**src/rtl/downsample_scaler.sv**
```systemverilog
// Camera RGB stream decimator: pick or horizontal box-average by 2^FACTOR_LOG2 per axis,
// producing gray plus truncated RGB, a linear frame-buffer address and a frame-done pulse.
//
// state    | meaning
// ---------+------------------------------------------------------------
// IDLE     | reset state, source not yet enabled
// WAIT_SOF | source enabled, pixels discarded until a valid SOF pixel
// RUN      | frame in progress, counters free-run across frame ends
module downsample_scaler #(
    parameter int WIDTH       = 640,
    parameter int HEIGHT      = 480,
    parameter int FACTOR_LOG2 = 1,
    parameter int IN_W        = 10,
    parameter int OUT_W       = 8,
    parameter int ADDR_W      = 17
) (
    input  logic              iCLK,
    input  logic              iRESET_N,
    input  logic              iVALID,
    input  logic              iSOF,
    input  logic [IN_W-1:0]   iRED,
    input  logic [IN_W-1:0]   iGREEN,
    input  logic [IN_W-1:0]   iBLUE,
    input  logic [1:0]        iMODE,
    input  logic              iAVG,
    output logic              oREAD,
    output logic              oWREN,
    output logic [ADDR_W-1:0] oADDR,
    output logic [OUT_W-1:0]  oDATA,
    output logic [OUT_W-1:0]  oDATA_R,
    output logic [OUT_W-1:0]  oDATA_G,
    output logic [OUT_W-1:0]  oDATA_B,
    output logic              oFRAME_DONE
);

    localparam int F        = 1 << FACTOR_LOG2;
    localparam int MAX_ADDR = (WIDTH / F) * (HEIGHT / F);
    localparam int XW       = (WIDTH > 1) ? $clog2(WIDTH) : 1;
    localparam int YW       = (HEIGHT > 1) ? $clog2(HEIGHT) : 1;
    localparam int AW       = IN_W + FACTOR_LOG2;
    localparam int SHIFT    = IN_W - OUT_W;

    localparam logic [XW-1:0]     X_MASK    = XW'(F - 1);
    localparam logic [YW-1:0]     Y_MASK    = YW'(F - 1);
    localparam logic [XW-1:0]     X_LAST    = XW'(WIDTH - 1);
    localparam logic [YW-1:0]     Y_LAST    = YW'(HEIGHT - 1);
    localparam logic [ADDR_W-1:0] ADDR_LAST = ADDR_W'(MAX_ADDR - 1);

    typedef enum logic [1:0] {IDLE, WAIT_SOF, RUN} state_t;

    state_t state, state_next;

    logic [XW-1:0]     xcnt, x_cur;
    logic [YW-1:0]     ycnt, y_cur;
    logic [ADDR_W-1:0] addr_q, addr_cur;
    logic [AW-1:0]     acc_r, acc_g, acc_b;
    logic [AW-1:0]     acc_r_next, acc_g_next, acc_b_next;
    logic [1:0]        mode_q, mode_cur;
    logic              avg_q, avg_cur;
    logic              sof_acc, pix_acc, grp_first, grp_last, row_keep, write, addr_last;
    logic [IN_W-1:0]   sel_r, sel_g, sel_b, gray_full;

    always_ff @(posedge iCLK or negedge iRESET_N) begin
        if (!iRESET_N) state <= IDLE;
        else           state <= state_next;
    end

    always_comb begin
        state_next = state;
        case (state)
            IDLE:     state_next = WAIT_SOF;
            WAIT_SOF: if (iVALID && iSOF) state_next = RUN;
            RUN:      state_next = RUN;
            default:  state_next = IDLE;
        endcase
    end

    // An accepted SOF pixel is treated as (0,0) with freshly latched modes.
    always_comb begin
        sof_acc    = iVALID && iSOF && (state != IDLE);
        pix_acc    = sof_acc || (iVALID && (state == RUN));
        x_cur      = sof_acc ? '0 : xcnt;
        y_cur      = sof_acc ? '0 : ycnt;
        addr_cur   = sof_acc ? '0 : addr_q;
        mode_cur   = sof_acc ? iMODE : mode_q;
        avg_cur    = sof_acc ? iAVG : avg_q;
        grp_first  = (x_cur & X_MASK) == '0;
        grp_last   = (x_cur & X_MASK) == X_MASK;
        row_keep   = (y_cur & Y_MASK) == '0;
        acc_r_next = (grp_first ? '0 : acc_r) + AW'(iRED);
        acc_g_next = (grp_first ? '0 : acc_g) + AW'(iGREEN);
        acc_b_next = (grp_first ? '0 : acc_b) + AW'(iBLUE);
        write      = pix_acc && row_keep && (avg_cur ? grp_last : grp_first);
        addr_last  = addr_cur == ADDR_LAST;
        sel_r      = avg_cur ? IN_W'(acc_r_next >> FACTOR_LOG2) : iRED;
        sel_g      = avg_cur ? IN_W'(acc_g_next >> FACTOR_LOG2) : iGREEN;
        sel_b      = avg_cur ? IN_W'(acc_b_next >> FACTOR_LOG2) : iBLUE;
        case (mode_cur)
            2'd0:    gray_full = IN_W'(({2'b00, sel_r} + {2'b00, sel_b}) >> 1);
            2'd1:    gray_full = IN_W'(({2'b00, sel_r} + {1'b0, sel_g, 1'b0} + {2'b00, sel_b}) >> 2);
            2'd2:    gray_full = sel_r;
            default: gray_full = sel_b;
        endcase
    end

    always_ff @(posedge iCLK or negedge iRESET_N) begin
        if (!iRESET_N) begin
            xcnt        <= '0;
            ycnt        <= '0;
            addr_q      <= '0;
            acc_r       <= '0;
            acc_g       <= '0;
            acc_b       <= '0;
            mode_q      <= '0;
            avg_q       <= 1'b0;
            oREAD       <= 1'b0;
            oWREN       <= 1'b0;
            oFRAME_DONE <= 1'b0;
            oADDR       <= '0;
            oDATA       <= '0;
            oDATA_R     <= '0;
            oDATA_G     <= '0;
            oDATA_B     <= '0;
        end else begin
            oREAD       <= (state_next != IDLE);
            oWREN       <= write;
            oFRAME_DONE <= write && addr_last;
            if (sof_acc) begin
                mode_q <= iMODE;
                avg_q  <= iAVG;
            end
            if (pix_acc) begin
                if (x_cur == X_LAST) begin
                    xcnt <= '0;
                    ycnt <= (y_cur == Y_LAST) ? '0 : y_cur + 1'b1;
                end else begin
                    xcnt <= x_cur + 1'b1;
                    ycnt <= y_cur;
                end
                if (row_keep) begin
                    acc_r <= acc_r_next;
                    acc_g <= acc_g_next;
                    acc_b <= acc_b_next;
                end
            end
            if (write) begin
                oADDR   <= addr_cur;
                oDATA   <= OUT_W'(gray_full >> SHIFT);
                oDATA_R <= OUT_W'(sel_r >> SHIFT);
                oDATA_G <= OUT_W'(sel_g >> SHIFT);
                oDATA_B <= OUT_W'(sel_b >> SHIFT);
                addr_q  <= addr_last ? '0 : addr_cur + 1'b1;
            end else if (sof_acc) begin
                addr_q  <= '0;
            end
        end
    end

endmodule
```
**config.mk**
```make
export PLATFORM = sky130hd
export DESIGN_NAME = downsample_scaler
export DESIGN_NICKNAME = d
export VERILOG_FILES = /design/src/rtl/downsample_scaler.sv
export SDC_FILE = /design/constraint.sdc
export NUM_CORES = 1
export LEC_CHECK = 0
export BUFFER_PORTS_ARGS = -buffer_cell sky130_fd_sc_hd__clkbuf_2
export CORE_MARGIN = 2
export CORE_UTILIZATION = 45
export DETAILED_ROUTE_END_ITERATION = 16
export MAX_ROUTING_LAYER = met4
export PLACE_DENSITY = 0.68
export SLEW_MARGIN = 10
export SYNTH_ARGS = -nofsm -noshare
export SYNTH_HDL_FRONTEND = slang
export SYNTH_SLANG_ARGS = --single-unit
```
**constraint.sdc**
```tcl
create_clock -name iCLK -period 13.61 [get_ports iCLK]
set_input_delay 1.361 -clock iCLK [delete_from_list [all_inputs] [get_ports iCLK]]
set_output_delay 1.361 -clock iCLK [all_outputs]
set_load 0.02 [all_outputs]
```
# Yosys cells after proc, flatten, opt, wreduce, memory -nomap -nowiden

Index checks and enable logic that the tools add are counted.

Register bits after elaboration: 126
Latch bits: 0
Memory bits (writable): 0
Bits in read-only memories: 0
Bits of input ports: 37
Output and inout port bits: 52
Word-level logic and storage cells: 67
Memories kept: 0

$add $sub $neg: 9
Multipliers: 0
Div/mod/pow operators: 0
$lt $le $gt $ge: 0
Eq/ne operators: 7
Shift operators: 0
Mux-type cells: 20
Bitwise logic cells: 0
Reductions and logical operators: 14

Operator list:

| operator                | count |
|---|---|
| $mux W17                | 3 |
| $mux W10                | 5 |
| $add A11 B10 Y11        | 3 |
| $mux W11                | 3 |
| $pmux W10 S3            | 1 |
| $mux W9                 | 3 |
| $add A17 B1 Y17 const B | 1 |
| $eq A17 B17 Y1 const B  | 1 |
| $add A10 B11 Y12        | 1 |
| $add A12 B10 Y12        | 1 |
| $add A10 B10 Y11        | 1 |
| $add A10 B1 Y10 const B | 1 |
| $eq A10 B10 Y1 const B  | 1 |
| $logic_not A10 Y1       | 1 |
| $add A9 B1 Y9 const B   | 1 |
| $eq A9 B9 Y1 const B    | 1 |
| $logic_not A9 Y1        | 1 |
| $logic_and A1 B1 Y1     | 6 |
| $pmux W2 S3             | 1 |
| $eq A2 B1 Y1 const B    | 2 |
| $eq A2 B2 Y1 const B    | 2 |
| $logic_not A2 Y1        | 2 |
| $mux W2                 | 2 |
| $reduce_bool A2 Y1      | 2 |
| 3 further kinds         | 4 |

# Logic depth before layout (Yosys ltp)

Depth in word-level cells: 10
Mapped depth: 24
Gate-level depth less buffers: 20

# Worst setup path after synthesis

OpenSTA, ideal clock, no wires.

Path kind: input port to flip-flop
From: input iSOF
To: register oDATA[5]
Setup time: 82 ps
Arrival: 6406 ps
Required time: 13528 ps
Slack: 7122 ps
Cell stages on the path: 21
Path buffers: 3
Cell sequence: o211ai_4 -> clkbuf_1 -> clkbuf_1 -> clkbuf_1 -> and3_1 -> ha_1 -> a21o_1 -> a21oi_1 -> o21bai_1 -> a2111oi_1 -> nor3b_1 -> o31ai_1 -> fa_1 -> ha_1 -> and4_1 -> and3b_1 -> a2111oi_0 -> nand2_1 -> xnor2_1 -> a211o_1 -> a31oi_1

Longest elaborated chain between the ends: 10
Elaborated cells between the ends (all ways): 28
Classes of those cells: add/sub: 6; eq/ne: 2; mux: 12; reduce/logical: 8

RTL lines:

| what                                | line | text |
|---|---|---|
| start, declared                     | 20   | `input logic iSOF,` |
| $logic_and A1 B1 Y1 * (2 in series) | 80   | `sof_acc = iVALID && iSOF && (state != IDLE);` |
| $mux W10                            | 82   | `x_cur = sof_acc ? '0 : xcnt;` |
| $logic_not A10 Y1                   | 87   | `grp_first = (x_cur & X_MASK) == '0;` |
| $mux W11                            | 91   | `acc_g_next = (grp_first ? '0 : acc_g) + AW'(iGREEN);` |
| $add A11 B10 Y11                    | 91   |  |
| $mux W10 *                          | 96   | `sel_g = avg_cur ? IN_W'(acc_g_next >> FACTOR_LOG2) : iGREEN;` |
| net sel_g[6]                        | 61   | `logic [IN_W-1:0] sel_r, sel_g, sel_b, gray_full;` |
| $add A10 B11 Y12 *                  | 100  | `2'd1: gray_full = IN_W'(({2'b00, sel_r} + {1'b0, sel_g, 1'b0} + {2'b00, sel_b}) >> 2);` |
| $add A12 B10 Y12 *                  | 100  |  |
| $pmux W10 S3 *                      | 98   | `case (mode_cur)` |
| end signal, assigned                | 148  | `oDATA <= OUT_W'(gray_full >> SHIFT);` |
| end, declared                       | 29   | `output logic [OUT_W-1:0] oDATA,` |

The timed path passes the listed nets; every way through them passes the cells marked *.
A chain may end at the register's enable or synchronous reset.

# Final worst setup path

From: input iVALID
To: register oDATA[5]

Longest elaborated chain between the ends: 10
Elaborated cells between the ends (all ways): 29
Classes of those cells: add/sub: 6; eq/ne: 2; mux: 12; reduce/logical: 9

RTL lines:

| what                                | line | text |
|---|---|---|
| start, declared                     | 19   | `input logic iVALID,` |
| $logic_and A1 B1 Y1 * (2 in series) | 80   |  |
| $mux W10                            | 82   |  |
| $logic_not A10 Y1                   | 87   |  |
| $mux W11                            | 90   | `acc_r_next = (grp_first ? '0 : acc_r) + AW'(iRED);` |
| $add A11 B10 Y11                    | 90   |  |
| $mux W10 *                          | 95   | `sel_r = avg_cur ? IN_W'(acc_r_next >> FACTOR_LOG2) : iRED;` |
| net sel_r[7]                        | 61   |  |
| $add A10 B11 Y12                    | 100  |  |
| $add A12 B10 Y12                    | 100  |  |
| $pmux W10 S3 *                      | 98   |  |

Marked as above.

==> run metrics <==
CTS root buf=clkbuf_16; skew final=0.008475 ns; largest net degree at the start of global routing=79; diode count=0; FP Rows=50; port buffer count=88; DIE WIDTH=142.1 µm; post-synthesis cell type count=75; CTS resizes=0; Final Setup Violations=0; # clock sinks=126; Max-Cap Viols=0; post-synthesis cell area=0.008578 mm²; via count=7,569; number of synthesized register bits=126; Period minus WS final=6.791 ns; Die Y=142.1 µm; Crit path buffers/inverters=2; delay-heaviest family, CP=compound AO/OA/AOI/OAI gates; layout filler cell count=1,758; Finished Cell Area=0.009748 mm²; Cell Chain, Critical Path=clkbuf_2, o211ai_4, buf_4, and2_1, nand2_1, fa_1, nor2b_1, or2_2, a221o_1, a211oi_1, o41ai_1, fa_1, ha_1, and4_1, and3b_1, a2111oi_0, nand2_1, xnor2_1, a211o_1, a31oi_1; met2 Usage GRT=35.88%; Hold Crit Class=reg -> reg; CTS max path bufs=2; leading area contributor after synthesis=dfrtp_1; PD cells=279.1 mW/mm²; Final GP Congestion=0.9730; met3 Use GR=4.240%; CP max stage delay=0.86 ns; Commonest cells post-synth=nand2_1 (211), dfrtp_1 (126), nor2_1 (61); setup_tns=0 ns; met1 GRT Util=34.13%; layout cell share with drive strength beyond 1=14.89%; Congestion Overflow GR=0; largest cells by area after synthesis=dfrtp_1 (37%), nand2_1 (9.2%), ha_1 (7.4%); core area=0.01871 mm²; cts hold-fix bufs=0; Area Overhead vs Synth=13.64%; CP required=13.96 ns; Pleak=4.769 nW; GRT Max-Usage Layer=met2; die area=0.02018 mm²; f_max=0.1472 GHz; vias in the first global route=7,044; DRT iter0 DRCs=651; Worst Path Arrival=7.14 ns; Post-synth EDFFs=0; Yosys warning total=0; Max VDD drop=0.0001310 V; Setup crit end kind=flip-flop; hold slack final=0.4640 ns; cells after synthesis=990; Max Fanout on Critical Path=71; setup repair bufs after CTS=0; cts bufs inserted=17; Clk Latency, worst-skew pair=0.43 ns; Crit Path Category=in -> reg; Mapped Nets=1,090; Post-DP HPWL=16.01 mm; Syn Area/Cell=8.665 µm²; endpoints failing hold=0; CP max stage cell=o41ai_1; outcome=finished, final reports clean; Post-DRT Antenna Nets=0; post-synthesis sequential area ratio=36.76%; Top Ports=89; drt wl/cell=17.40 µm; Overall Global Routing Usage=24.13%; RSZ-0062 raised after global routing=no; Setup crit start kind=primary input; clock slew at reported path FFs=0.06 ns; post-layout net count=1,156; drt total wl=22.65 mm; post-placement cell area=0.009164 mm²; top cell type's share of synthesized area=36.76%; CTS tree=done; H-tree lvl count=4; initial antenna violation count=0; final period utilization=49.90%; post-layout util=52.11%; DRC=0; TritonRoute pass-1 iters=5; Vias/cell=5.813; first-pass GRT wire length=37.04 mm; Primary FF master, synth=dfrtp_1; Worst Tran Pin Value=1.055 ns; starting density of the core=45.86%; most numerous cell in the Yosys netlist=nand2_1; Slew HR=28.75%; Async S/R FF share, synth=100.0%; Max Slew Vio Count=0
## layer usage
layer	routed length (µm)	vias up
met5	0	-
met4	348	0
met3	1286	34
met2	10140	247
met1	10870	3635
li1	-	3653
## path summary, 6_finish.rpt
kind	depth (start not counted)	startpoint	endpoint	slack, ns
setup / recovery	20	iVALID	oDATA[5]$_DFFE_PN0P_	6.82
hold / removal	2	acc_g[0]$_DFFE_PN0P_	acc_g[0]$_DFFE_PN0P_	0.46
setup reg to reg	19	state[1]$_DFF_PN0_	oDATA[5]$_DFFE_PN0P_	7.25
hold reg to reg	2	acc_g[0]$_DFFE_PN0P_	acc_g[0]$_DFFE_PN0P_	0.46
max in group asynchronous	2	iRESET_N	oDATA_G[1]$_DFFE_PN0P_	11.19
min in group asynchronous	1	iRESET_N	ycnt[4]$_DFFE_PN0P_	0.96
## where the power goes
part	internal, W	total [W]	switching, W
sequential	0.000491	0.000561	0.0000698
clock	0.000272	0.000457	0.000185
combinational	0.000657	0.00170	0.00105
## logic make-up (layout without fill, tap and decap cells)
group,Yosys count,in the layout,share of synthesized area [%]
AND/OR/NAND/NOR,430,430,23.80
AO/OA/AOI/OAI,217,217,16.69
flip-flops,126,126,36.76
buffers and inverters,76,154,3.865
adder cells (fa/ha/maj),63,63,10.24
XOR/XNOR,49,49,5.003
multiplexers,29,29,3.646
## worst min-delay path, stage by stage, from the launching register on
cell and delay (ns):
dfrtp_1 0.33, nand2_1 0.05, nand2_1 0.05
## state kept, by name, summed over array words and instances, names as in the netlist
name,flops
avg_q,1
oFRAME_DONE,1
oADDR,17
acc_b,11
addr_q,17
state,2
xcnt,10
acc_r,11
oDATA,8
ycnt,9
mode_q,2
oDATA_G,8
oDATA_R,8
oWREN,1
acc_g,11
oREAD,1
oDATA_B,8
## placed cells by master (no fill, tap or decap), drive strengths merged, types with 16 or more instances in the layout
cell,n
and3,41
dfrtp,126
inv,32
mux2i,17
ha,51
clkbuf,104
o21ai,65
xor2,20
nor2,62
xnor2,29
nand3,28
a21o,16
a21oi,45
nand2,211
## metrics by stage
stage | power, W | std cells | worst slack, ns
3_5_place_dp | 0.002244 | 1271 | 6.391
6_report | 0.002720 | 1302 | 6.819
4_1_cts | 0.002714 | 1302 | 6.842
2_1_floorplan | 0.001842 | 990 | 7.122
3_3_place_gp | 0.002216 | 1271 | 6.567
5_1_grt | 0.002960 | 1302 | 6.256
## final cells by class
class                           count  area (µm²)  area share, %
Multi-Input combinational cell    788        5114          52.46
Sequential cell                   126        3153          32.34
Timing Repair Buffer               96       503.0          5.160
Clock buffer                       17       425.4          4.364
Tap cell                          234       292.8          3.003
Clock inverter                     14       158.9          1.630
Inverter                           27       101.3          1.040
(Power assumes the default switching activity.)
